### src/rtl/lsu_mem_access_if.sv
// Data-memory bus between the LSU (master) and memory (slave): valid/ready request
// channel plus valid/ready response channel carrying read data and a bus error flag.
interface lsu_mem_access_if #(
    parameter int ADDR_W = 32,
    parameter int DATA_W = 32
);
    logic              mem_req_valid;
    logic              mem_req_ready;
    logic [ADDR_W-1:0] mem_req_addr;
    logic              mem_req_wen;
    logic [DATA_W-1:0] mem_req_wdata;
    logic [3:0]        mem_req_wstrb;
    logic              mem_resp_valid;
    logic              mem_resp_ready;
    logic [DATA_W-1:0] mem_resp_rdata;
    logic              mem_resp_err;

    modport master (
        output mem_req_valid, mem_req_addr, mem_req_wen, mem_req_wdata, mem_req_wstrb,
        output mem_resp_ready,
        input  mem_req_ready, mem_resp_valid, mem_resp_rdata, mem_resp_err
    );

    modport slave (
        input  mem_req_valid, mem_req_addr, mem_req_wen, mem_req_wdata, mem_req_wstrb,
        input  mem_resp_ready,
        output mem_req_ready, mem_resp_valid, mem_resp_rdata, mem_resp_err
    );
endinterface

### src/rtl/lsu_mem_access.sv
// Single-outstanding load/store unit: IDLE->REQ->RESP->DONE, byte-lane store steering and
// load extension. Define LSU_MISALIGN_CHECK_EN to fault misaligned h/hu/w accesses locally.
module lsu_mem_access #(
    parameter int ADDR_W = 32,
    parameter int DATA_W = 32
) (
    input  logic                clk,
    input  logic                rst_n,
    input  logic                in_valid,
    output logic                in_ready,
    input  logic                rd_en,
    input  logic                wr_en,
    input  logic [2:0]          mem_op,
    input  logic [ADDR_W-1:0]   addr,
    input  logic [DATA_W-1:0]   wdata,
    lsu_mem_access_if.master    mem,
    output logic                out_valid,
    input  logic                out_ready,
    output logic [DATA_W-1:0]   out_rdata,
    output logic                out_err
);
    typedef enum logic [1:0] {IDLE, REQ, RESP, DONE} state_t;

    state_t              state_q, state_d;
    logic                wen_q;
    logic [2:0]          op_q;
    logic [ADDR_W-1:0]   addr_q;
    logic [DATA_W-1:0]   wdata_q;
    logic [DATA_W-1:0]   rdata_q;
    logic                err_q;

    logic                access;
    logic                op_ok;
    logic                misalign;
    logic                fault;
    logic [1:0]          off;
    logic [DATA_W-1:0]   shifted;
    logic [7:0]          byte_v;
    logic [15:0]         half_v;
    logic [DATA_W-1:0]   load_ext;
    logic [DATA_W-1:0]   st_wdata;
    logic [3:0]          st_wstrb;

    assign access = rd_en | wr_en;
    // Stores take the bus write path whenever wr_en is set; rd_en only selects legal load ops.
    assign op_ok  = wr_en ? ~mem_op[2]
                          : (mem_op inside {3'b000, 3'b001, 3'b010, 3'b100, 3'b101});

`ifdef LSU_MISALIGN_CHECK_EN
    assign misalign = ((mem_op[1:0] == 2'b01) && addr[0]) ||
                      ((mem_op[1:0] == 2'b10) && (addr[1:0] != 2'b00));
`else
    assign misalign = 1'b0;
`endif

    assign fault = access & (~op_ok | misalign);

    always_comb begin
        state_d = state_q;
        case (state_q)
            IDLE: if (in_valid) state_d = (!access || fault) ? DONE : REQ;
            REQ:  if (mem.mem_req_ready)  state_d = RESP;
            RESP: if (mem.mem_resp_valid) state_d = DONE;
            DONE: if (out_ready)          state_d = IDLE;
            default: state_d = IDLE;
        endcase
    end

    // Load path: halves select by off[1] only, so off=1/3 still read the aligned half.
    assign off     = addr_q[1:0];
    assign shifted = mem.mem_resp_rdata >> {off, 3'b000};
    assign byte_v  = shifted[7:0];
    assign half_v  = off[1] ? mem.mem_resp_rdata[31:16] : mem.mem_resp_rdata[15:0];

    always_comb begin
        load_ext = mem.mem_resp_rdata;
        case (op_q)
            3'b000:  load_ext = {{(DATA_W-8){byte_v[7]}}, byte_v};
            3'b001:  load_ext = {{(DATA_W-16){half_v[15]}}, half_v};
            3'b100:  load_ext = {{(DATA_W-8){1'b0}}, byte_v};
            3'b101:  load_ext = {{(DATA_W-16){1'b0}}, half_v};
            default: load_ext = mem.mem_resp_rdata;
        endcase
    end

    // Store lanes: data is replicated so the strobe alone picks the target bytes.
    always_comb begin
        st_wdata = wdata_q;
        st_wstrb = 4'hF;
        case (op_q[1:0])
            2'b00: begin
                st_wdata = {4{wdata_q[7:0]}};
                st_wstrb = 4'b0001 << off;
            end
            2'b01: begin
                st_wdata = {2{wdata_q[15:0]}};
                st_wstrb = 4'b0011 << off;
            end
            default: begin
                st_wdata = wdata_q;
                st_wstrb = 4'hF;
            end
        endcase
    end

    always_ff @(posedge clk or negedge rst_n) begin
        if (!rst_n) begin
            state_q <= IDLE;
            wen_q   <= 1'b0;
            op_q    <= 3'b000;
            addr_q  <= '0;
            wdata_q <= '0;
            rdata_q <= '0;
            err_q   <= 1'b0;
        end else begin
            state_q <= state_d;
            if (state_q == IDLE && in_valid) begin
                wen_q   <= wr_en;
                op_q    <= mem_op;
                addr_q  <= addr;
                wdata_q <= wdata;
                rdata_q <= '0;
                err_q   <= fault;
            end
            if (state_q == RESP && mem.mem_resp_valid) begin
                err_q   <= mem.mem_resp_err;
                rdata_q <= (mem.mem_resp_err || wen_q) ? '0 : load_ext;
            end
        end
    end

    // Outputs are gated by state so everything but in_ready reads 0 outside its phase.
    assign in_ready           = (state_q == IDLE);
    assign mem.mem_req_valid  = (state_q == REQ);
    assign mem.mem_req_addr   = (state_q == REQ) ? {addr_q[ADDR_W-1:2], 2'b00} : '0;
    assign mem.mem_req_wen    = (state_q == REQ) & wen_q;
    assign mem.mem_req_wdata  = (state_q == REQ && wen_q) ? st_wdata : '0;
    assign mem.mem_req_wstrb  = (state_q == REQ && wen_q) ? st_wstrb : 4'h0;
    assign mem.mem_resp_ready = (state_q == RESP);
    assign out_valid          = (state_q == DONE);
    assign out_rdata          = (state_q == DONE) ? rdata_q : '0;
    assign out_err            = (state_q == DONE) & err_q;
endmodule

### src/flat_wrapper.sv
// flat-port wrapper written by rule: the top's interface ports become plain ports
module lsu_mem_access_flat 
#(
    parameter int ADDR_W = 32,
    parameter int DATA_W = 32
)
  (clk, rst_n, in_valid, in_ready, rd_en, wr_en, mem_op, addr, wdata, out_valid, out_ready, out_rdata, out_err, mem_mem_req_valid, mem_mem_req_addr, mem_mem_req_wen, mem_mem_req_wdata, mem_mem_req_wstrb, mem_mem_resp_ready, mem_mem_req_ready, mem_mem_resp_valid, mem_mem_resp_rdata, mem_mem_resp_err);
  lsu_mem_access_if #(.ADDR_W(ADDR_W), .DATA_W(DATA_W)) mem_i ();
  input  logic clk;
  input  logic rst_n;
  input  logic in_valid;
  output logic in_ready;
  input  logic rd_en;
  input  logic wr_en;
  input  logic [2:0] mem_op;
  input  logic [ADDR_W-1:0] addr;
  input  logic [DATA_W-1:0] wdata;
  output logic out_valid;
  input  logic out_ready;
  output logic [DATA_W-1:0] out_rdata;
  output logic out_err;
  output wire logic [$bits(mem_i.mem_req_valid)-1:0] mem_mem_req_valid;
  output wire logic [$bits(mem_i.mem_req_addr)-1:0] mem_mem_req_addr;
  output wire logic [$bits(mem_i.mem_req_wen)-1:0] mem_mem_req_wen;
  output wire logic [$bits(mem_i.mem_req_wdata)-1:0] mem_mem_req_wdata;
  output wire logic [$bits(mem_i.mem_req_wstrb)-1:0] mem_mem_req_wstrb;
  output wire logic [$bits(mem_i.mem_resp_ready)-1:0] mem_mem_resp_ready;
  input wire logic [$bits(mem_i.mem_req_ready)-1:0] mem_mem_req_ready;
  input wire logic [$bits(mem_i.mem_resp_valid)-1:0] mem_mem_resp_valid;
  input wire logic [$bits(mem_i.mem_resp_rdata)-1:0] mem_mem_resp_rdata;
  input wire logic [$bits(mem_i.mem_resp_err)-1:0] mem_mem_resp_err;
  assign mem_mem_req_valid = mem_i.mem_req_valid;
  assign mem_mem_req_addr = mem_i.mem_req_addr;
  assign mem_mem_req_wen = mem_i.mem_req_wen;
  assign mem_mem_req_wdata = mem_i.mem_req_wdata;
  assign mem_mem_req_wstrb = mem_i.mem_req_wstrb;
  assign mem_mem_resp_ready = mem_i.mem_resp_ready;
  assign mem_i.mem_req_ready = mem_mem_req_ready;
  assign mem_i.mem_resp_valid = mem_mem_resp_valid;
  assign mem_i.mem_resp_rdata = mem_mem_resp_rdata;
  assign mem_i.mem_resp_err = mem_mem_resp_err;
  lsu_mem_access #(.ADDR_W(ADDR_W), .DATA_W(DATA_W)) u_core (.clk(clk), .rst_n(rst_n), .in_valid(in_valid), .in_ready(in_ready), .rd_en(rd_en), .wr_en(wr_en), .mem_op(mem_op), .addr(addr), .wdata(wdata), .mem(mem_i), .out_valid(out_valid), .out_ready(out_ready), .out_rdata(out_rdata), .out_err(out_err));
endmodule
### config.mk
export PLATFORM = sky130hd
export DESIGN_NAME = lsu_mem_access_flat
export DESIGN_NICKNAME = d
export VERILOG_FILES = /design/src/rtl/lsu_mem_access_if.sv /design/src/rtl/lsu_mem_access.sv /design/src/flat_wrapper.sv
export SDC_FILE = /design/constraint.sdc
export NUM_CORES = 1
export LEC_CHECK = 0
export ABC_CLOCK_PERIOD_IN_PS = 2040
export CAP_MARGIN = 10
export CORE_AREA = 2 2 138 140
export DETAILED_ROUTE_END_ITERATION = 10
export DIE_AREA = 0 0 140 142
export GPL_ROUTABILITY_DRIVEN = 0
export PLACE_DENSITY = 0.57
export SETUP_SLACK_MARGIN = 0.5
export SLEW_MARGIN = 30
export SYNTH_ARGS = -nofsm -noshare
export SYNTH_HDL_FRONTEND = slang
export SYNTH_SLANG_ARGS = --single-unit
### constraint.sdc
create_clock -name clk -period 2.04 [get_ports clk]
set_input_delay 0.408 -clock clk [delete_from_list [all_inputs] [get_ports clk]]
set_output_delay 0.408 -clock clk [all_outputs]
set_load 0.01 [all_outputs]
==> results of run 1 <==
area by class of cell:
type	count	share of cell area
Timing Repair Buffer	292	0.348
Multi-Input combinational cell	355	0.324
Sequential cell	103	0.266
Tap cell	234	0.0302
Clock buffer	10	0.0236
Inverter	12	0.00516
Clock inverter	4	0.00258
worst max-delay path, delay by kind of cell, from the launching register on:
family        cells  cell delay, ps
buf+inv           4             520
flops             1             410
fa+ha+maj         1             200
simple gates      1             150
sequential cells by signal (all words and copies together) (netlist names):
register and count:
u_core.state_q 2, u_core.wdata_q 32, u_core.wen_q 1, u_core.err_q 1, u_core.addr_q 32, u_core.op_q 3, u_core.rdata_q 32
cells by family after synthesis:
| kind of cell | count (synthesis) |
|---|---|
| AO/OA/AOI/OAI | 94 |
| flip-flops | 103 |
| other | 1 |
| adder cells (fa/ha/maj) | 5 |
| multiplexers | 89 |
| AND/OR/NAND/NOR | 164 |
| buffers and inverters | 55 |
| XOR/XNOR | 1 |
power by group:
part | internal, mW | total [mW] | switching [mW]
registers | 3.06 | 3.84 | 0.780
logic | 4.83 | 8.40 | 3.57
clock network | 0.811 | 1.59 | 0.783
cells in the mapped netlist, types with 3 or more instances:
master,n
nor2b_1,9
a32o_1,7
a22oi_1,7
buf_2,9
o21ai_0,3
clkbuf_1,27
nand2_1,26
nor2_1,32
inv_1,12
o211ai_1,6
and2_1,65
buf_1,3
a21oi_1,33
ha_1,5
dfrtp_1,103
nand2b_1,9
and3_1,8
mux2_2,67
nor3_1,8
a31oi_1,7
mux2i_1,18
a221o_1,16
o21ai_1,5
layer usage:
metal	wire length (µm)	global-route usage	part of all wire
met1	8150	0.236	0.40
met2	10100	0.330	0.49
met3	1920	0.0727	0.094
met4	276	0.0478	0.014
met5	0	0	0
worst paths after layout:
path	from	end	slack, ps	cells past startpoint
max in group asynchronous	rst_n	u_core.state_q[0]	1440	2
setup reg to reg	u_core.state_q[1]	u_core.rdata_q[25]	20	7
hold / removal	rst_n	u_core.rdata_q[6]	120	2
min in group clk	u_core.addr_q[12]	u_core.addr_q[12]	500	1
setup / recovery	u_core.state_q[1]	out_rdata[11]	-10	6
hold reg to reg	u_core.addr_q[12]	u_core.addr_q[12]	500	1
repair_timing:
action / in CTS / in global routing
endpoints found under the setup margin: 202 / 204
hold buffers: 0 / 0
hold endpoints to repair: 0 / 0
resized for setup: 573 / 78
pin swaps: 43 / 28
buffers inserted: 16 / 8
cloned: 11 / 12
==> out/results.ini, run 1 <==
[timing]
fin_crit_sh=1.01
fin_ws_ps=-11.3
rsz0062_at_grt=true
finClkSkew_ps=11.1
slew_violations=0
hold_violations=0
setup_tns_ps=-13.1
worstMarginPinSlew_ps=595
hold-worst-slack_ps=123
fin_crit_ps=2050
relSlewSlack=0.603
fmax_mhz=487
setup_viol=2

[worst_setup_path]
critPathMaxStageDelay_ps=410
crit_slowest_cell=dfrtp_1
crit_chain=buf_6 -> ha_4 -> buf_12 -> buf_16 -> and2_4 -> buf_6
cpMostUsedCell=buf_6
arrival_ps=1640
end_kind=primary output
cp-start-kind=flop
cp_data_required_time_ps=1630
criticalPathCategory=flop to primary output
cp_max_fo=7

[synth]
synth_top_family_by_area=multiplexers
synth_edf_count=0
synth_fa_ha_area_frac=0.0115
synth_compound_area_frac=0.121
async_flop_share=1.00
avgSynthCellArea_um2=10.6
synth_area_leaders=dfrtp_1 47%, mux2_2 14%, and2_1 7.5%
yosysSeqAreaShare=0.474
synth_top_cell_by_area=dfrtp_1
synth_seq_cells=103
ys_warn_count=0
synth_ff_type=dfrtp_1
syn-instance-count=512
synth_mux_area_frac=0.184
synth_top_area_share=0.474
syn-cell-area_um2=5440
synth_xor_xnor_area_share=0.00161
yosysUniqueCellTypes=43
yosys.area_share.simple=0.163

[layout]
design_area_um2=9700
final_cells=1010
layout_common_cells=106 x clkdlybuf4s50_1, 99 x dfrtp_1, 85 x buf_6
fillers=1601
diodes=0
mostFrequentLayoutCell=clkdlybuf4s50_1
ff_latch_area_um2=2580
drive_gt1_frac=0.519
syn2layout_area_growth_pct=78.3
multi_input_area_um2=3140
post-route-util=0.525
fin_nets=886

[cts]
cts_buffers=9
clock_sinks=103
cts.clk_slew.worst_paths_ps=70
cts_max_level=3
cts_root_buf=clkbuf_16
clk_latency_ps=360
clockBufferDepth=2
cts_tree=yes

[drt]
drt-vias-per-instance=4.97
drt_iter0_markers=248
vias=5023
ant_nets=0
routed_wl_mm=20.4
dr.pass1.iters=11
drc=15
wl_per_cell_um=20.2

[run_status]
status=finished, violations left
violations=design-rule violations, negative setup slack

[global_route]
grtUsageTotal=0.195
antenna_found_initial=0
grt_pass1_wl_mm=30.0
grt_remaining_overflow=0
grt_max_degree=104
grt_pass1_vias=5179

[floorplanning]
die_x_um=140
start_util=0.295
chipHeight_um=142
die-area_um2=19900
io_pins=214
core_area_um2=18500
placementRows=50

[placed_design]
numPortBuffers=211
placed_area_um2=8110
dp_hpwl_mm=12.7
pre_cts_slack_ps=-89.9
dp.cells=949

[min_path]
timing.hold.worst.class=primary input to async pin

[power]
powerDensity_nw_per_um2=1430
p_leak_nw=4.33
totalPowerFinal_mw=13.8
peakVddDrop_v=0.000753

[job]
cap_violations=0

(Power assumes the default switching activity.)
==> inputs of run 2 (changes only) <==
--- a/config.mk
+++ b/config.mk
@@ -7,9 +7,9 @@
 export LEC_CHECK = 0
 export ABC_CLOCK_PERIOD_IN_PS = 2040
 export CAP_MARGIN = 10
-export CORE_AREA = 2 2 138 140
+export CORE_AREA = 2 2 164 118
 export DETAILED_ROUTE_END_ITERATION = 10
-export DIE_AREA = 0 0 140 142
+export DIE_AREA = 0 0 166 120
 export GPL_ROUTABILITY_DRIVEN = 0
 export PLACE_DENSITY = 0.57
 export SETUP_SLACK_MARGIN = 0.5
==> out/results.ini, run 2 (synthesis results as in run 1) <==
[drt]
drc=0
wl_per_cell_um=20.8
drt-vias-per-instance=5.03
drt_iter0_markers=343
routed_wl_mm=21.4
ant_nets=0
vias=5159
dr.pass1.iters=4

[power]
p_leak_nw=4.74
totalPowerFinal_mw=15.0
p_int_mw=9.48
p_seq_frac=0.259
switching_share=0.369
p_sw_mw=5.55
clkPwrFrac=0.125
peakVddDrop_v=0.000690
power_frac_comb=0.615
powerDensity_nw_per_um2=1470

[min_path]
timing.hold.worst.class=primary input to async pin

[cts]
cts.clk_slew.worst_paths_ps=70
cts_buffers=9
clock_sinks=103
clockBufferDepth=2
cts_tree=yes
hold_buffers=0
cts_root_buf=clkbuf_16
clk_latency_ps=350
cts_max_level=3

[timing]
slew_violations=0
rsz0062_at_grt=true
worstMarginPinSlew_ps=547
fmax_mhz=492
hold-worst-slack_ps=36.8
hold_violations=0
setup_viol=0
fin_crit_ps=2030
relSlewSlack=0.635
finClkSkew_ps=7.99
fin_crit_sh=0.996

[layout]
fillers=1540
reg_top3=u_core.addr_q x32, u_core.rdata_q x32, u_core.wdata_q x32
layout_common_cells=106 x clkdlybuf4s50_1, 104 x buf_6, 99 x dfrtp_1
diodes=0
mostFrequentLayoutCell=clkdlybuf4s50_1
syn2layout_area_growth_pct=88.4
fin_nets=893
drive_gt1_frac=0.545

[worst_setup_path]
cp_max_fo=6
crit_slowest_cell=dfrtp_1
arrival_ps=1620
end_kind=primary output
critPathMaxStageDelay_ps=410
criticalPathCategory=flop to primary output
path_buf_inv=4
cpMostUsedCell=buf_6
cp-start-kind=flop
crit_chain=buf_6 -> ha_4 -> buf_12 -> clkbuf_16 -> and2_4 -> buf_6
critPathTopFamily=buffers and inverters
cp_data_required_time_ps=1630

[floorplanning]
die_x_um=166
start_util=0.295
io_pins=214
placementRows=42
die-area_um2=19900
chipHeight_um=120
core_area_um2=18400

[global_route]
grt_pass1_wl_mm=29.2
grtUsageTotal=0.188
grt_max_degree=46
antenna_found_initial=0
grt_pass1_vias=5081
grt_remaining_overflow=0

[job]
cap_violations=0

[placed_design]
dp_hpwl_mm=13.2
numPortBuffers=211

[run_status]
status=finished clean

-- run 2: cell count changes in the layout (fill, tap and decap cells not counted), moves of 5 or more --
cell | previous run | this run
a21oi_2 | 7 | 13
buf_4 | 29 | 18
buf_6 | 85 | 104
clkdlybuf4s15_2 | 5 | 0
mux2_2 | 67 | 4
mux2_4 | 3 | 66
nor2_2 | 19 | 10
nor2_4 | 1 | 12
o21ai_1 | 5 | 0
o21ai_2 | 1 | 6
-- run 2: worst paths after layout --
path,slack [ps],to,cells past startpoint,start
max,9,mem_mem_req_addr[17],6,u_core.state_q[0]
min,40,u_core.addr_q[28],1,rst_n
max reg2reg,70,u_core.rdata_q[30],10,u_core.state_q[0]
min reg2reg,490,u_core.rdata_q[0],1,u_core.rdata_q[0]
max in group asynchronous,1330,u_core.addr_q[0],2,rst_n
min in group clk,490,u_core.rdata_q[0],1,u_core.rdata_q[0]
-- run 2: repair_timing --
action,in CTS,in global routing
pin swaps,23,46
cloned,7,17
gates resized for setup,504,272
buffers inserted,10,18
endpoints found under the setup margin,201,206
-- run 2: per-layer routing --
metal  vias up  track usage  routed length [µm]
met1      2559        0.262                9660
li1       2328            -                   -
met2       237        0.277                9640
met5         -            0                   0
met3        35       0.0663                1720
met4         0       0.0516                 334
-- run 2: metrics by stage --
| step | utilization | cell area, µm² | setup slack, ps | setup TNS (ps) | std cells |
|---|---|---|---|---|---|
| 2_1_floorplan | - | 5580 | 362 | 0 | 513 |
| 3_3_place_gp | 0.441 | 8130 | -98.5 | -2210 | 959 |
| 3_5_place_dp | 0.441 | 8130 | -165 | -3490 | 959 |
| 4_1_cts | 0.469 | 8650 | -43.0 | -199 | 991 |
| 5_1_grt | 0.555 | 10200 | -63.6 | -991 | 1026 |
| 6_report | 0.555 | 10200 | 8.82 | 0 | 1026 |
-- run 2: layout make-up --
type                            count  area [µm²]  share of cell area
Timing Repair Buffer              299        3500               0.341
Multi-Input combinational cell    355        3480               0.340
Sequential cell                   103        2580               0.252
Tap cell                          242         303              0.0296
Clock buffer                        9         225              0.0220
Clock inverter                      6        92.6             0.00904
Inverter                           12        65.1             0.00635
-- run 2: power groups by stage --
stage	clock, mW	combinational, mW	sequential (mW)
after floorplan	0	3.64	3.47
after global placement	0	5.93	3.69
after detailed placement	0	6.01	3.74
after CTS	1.93	6.71	3.74
after global routing	2.01	9.82	4.02
final	1.88	9.25	3.90
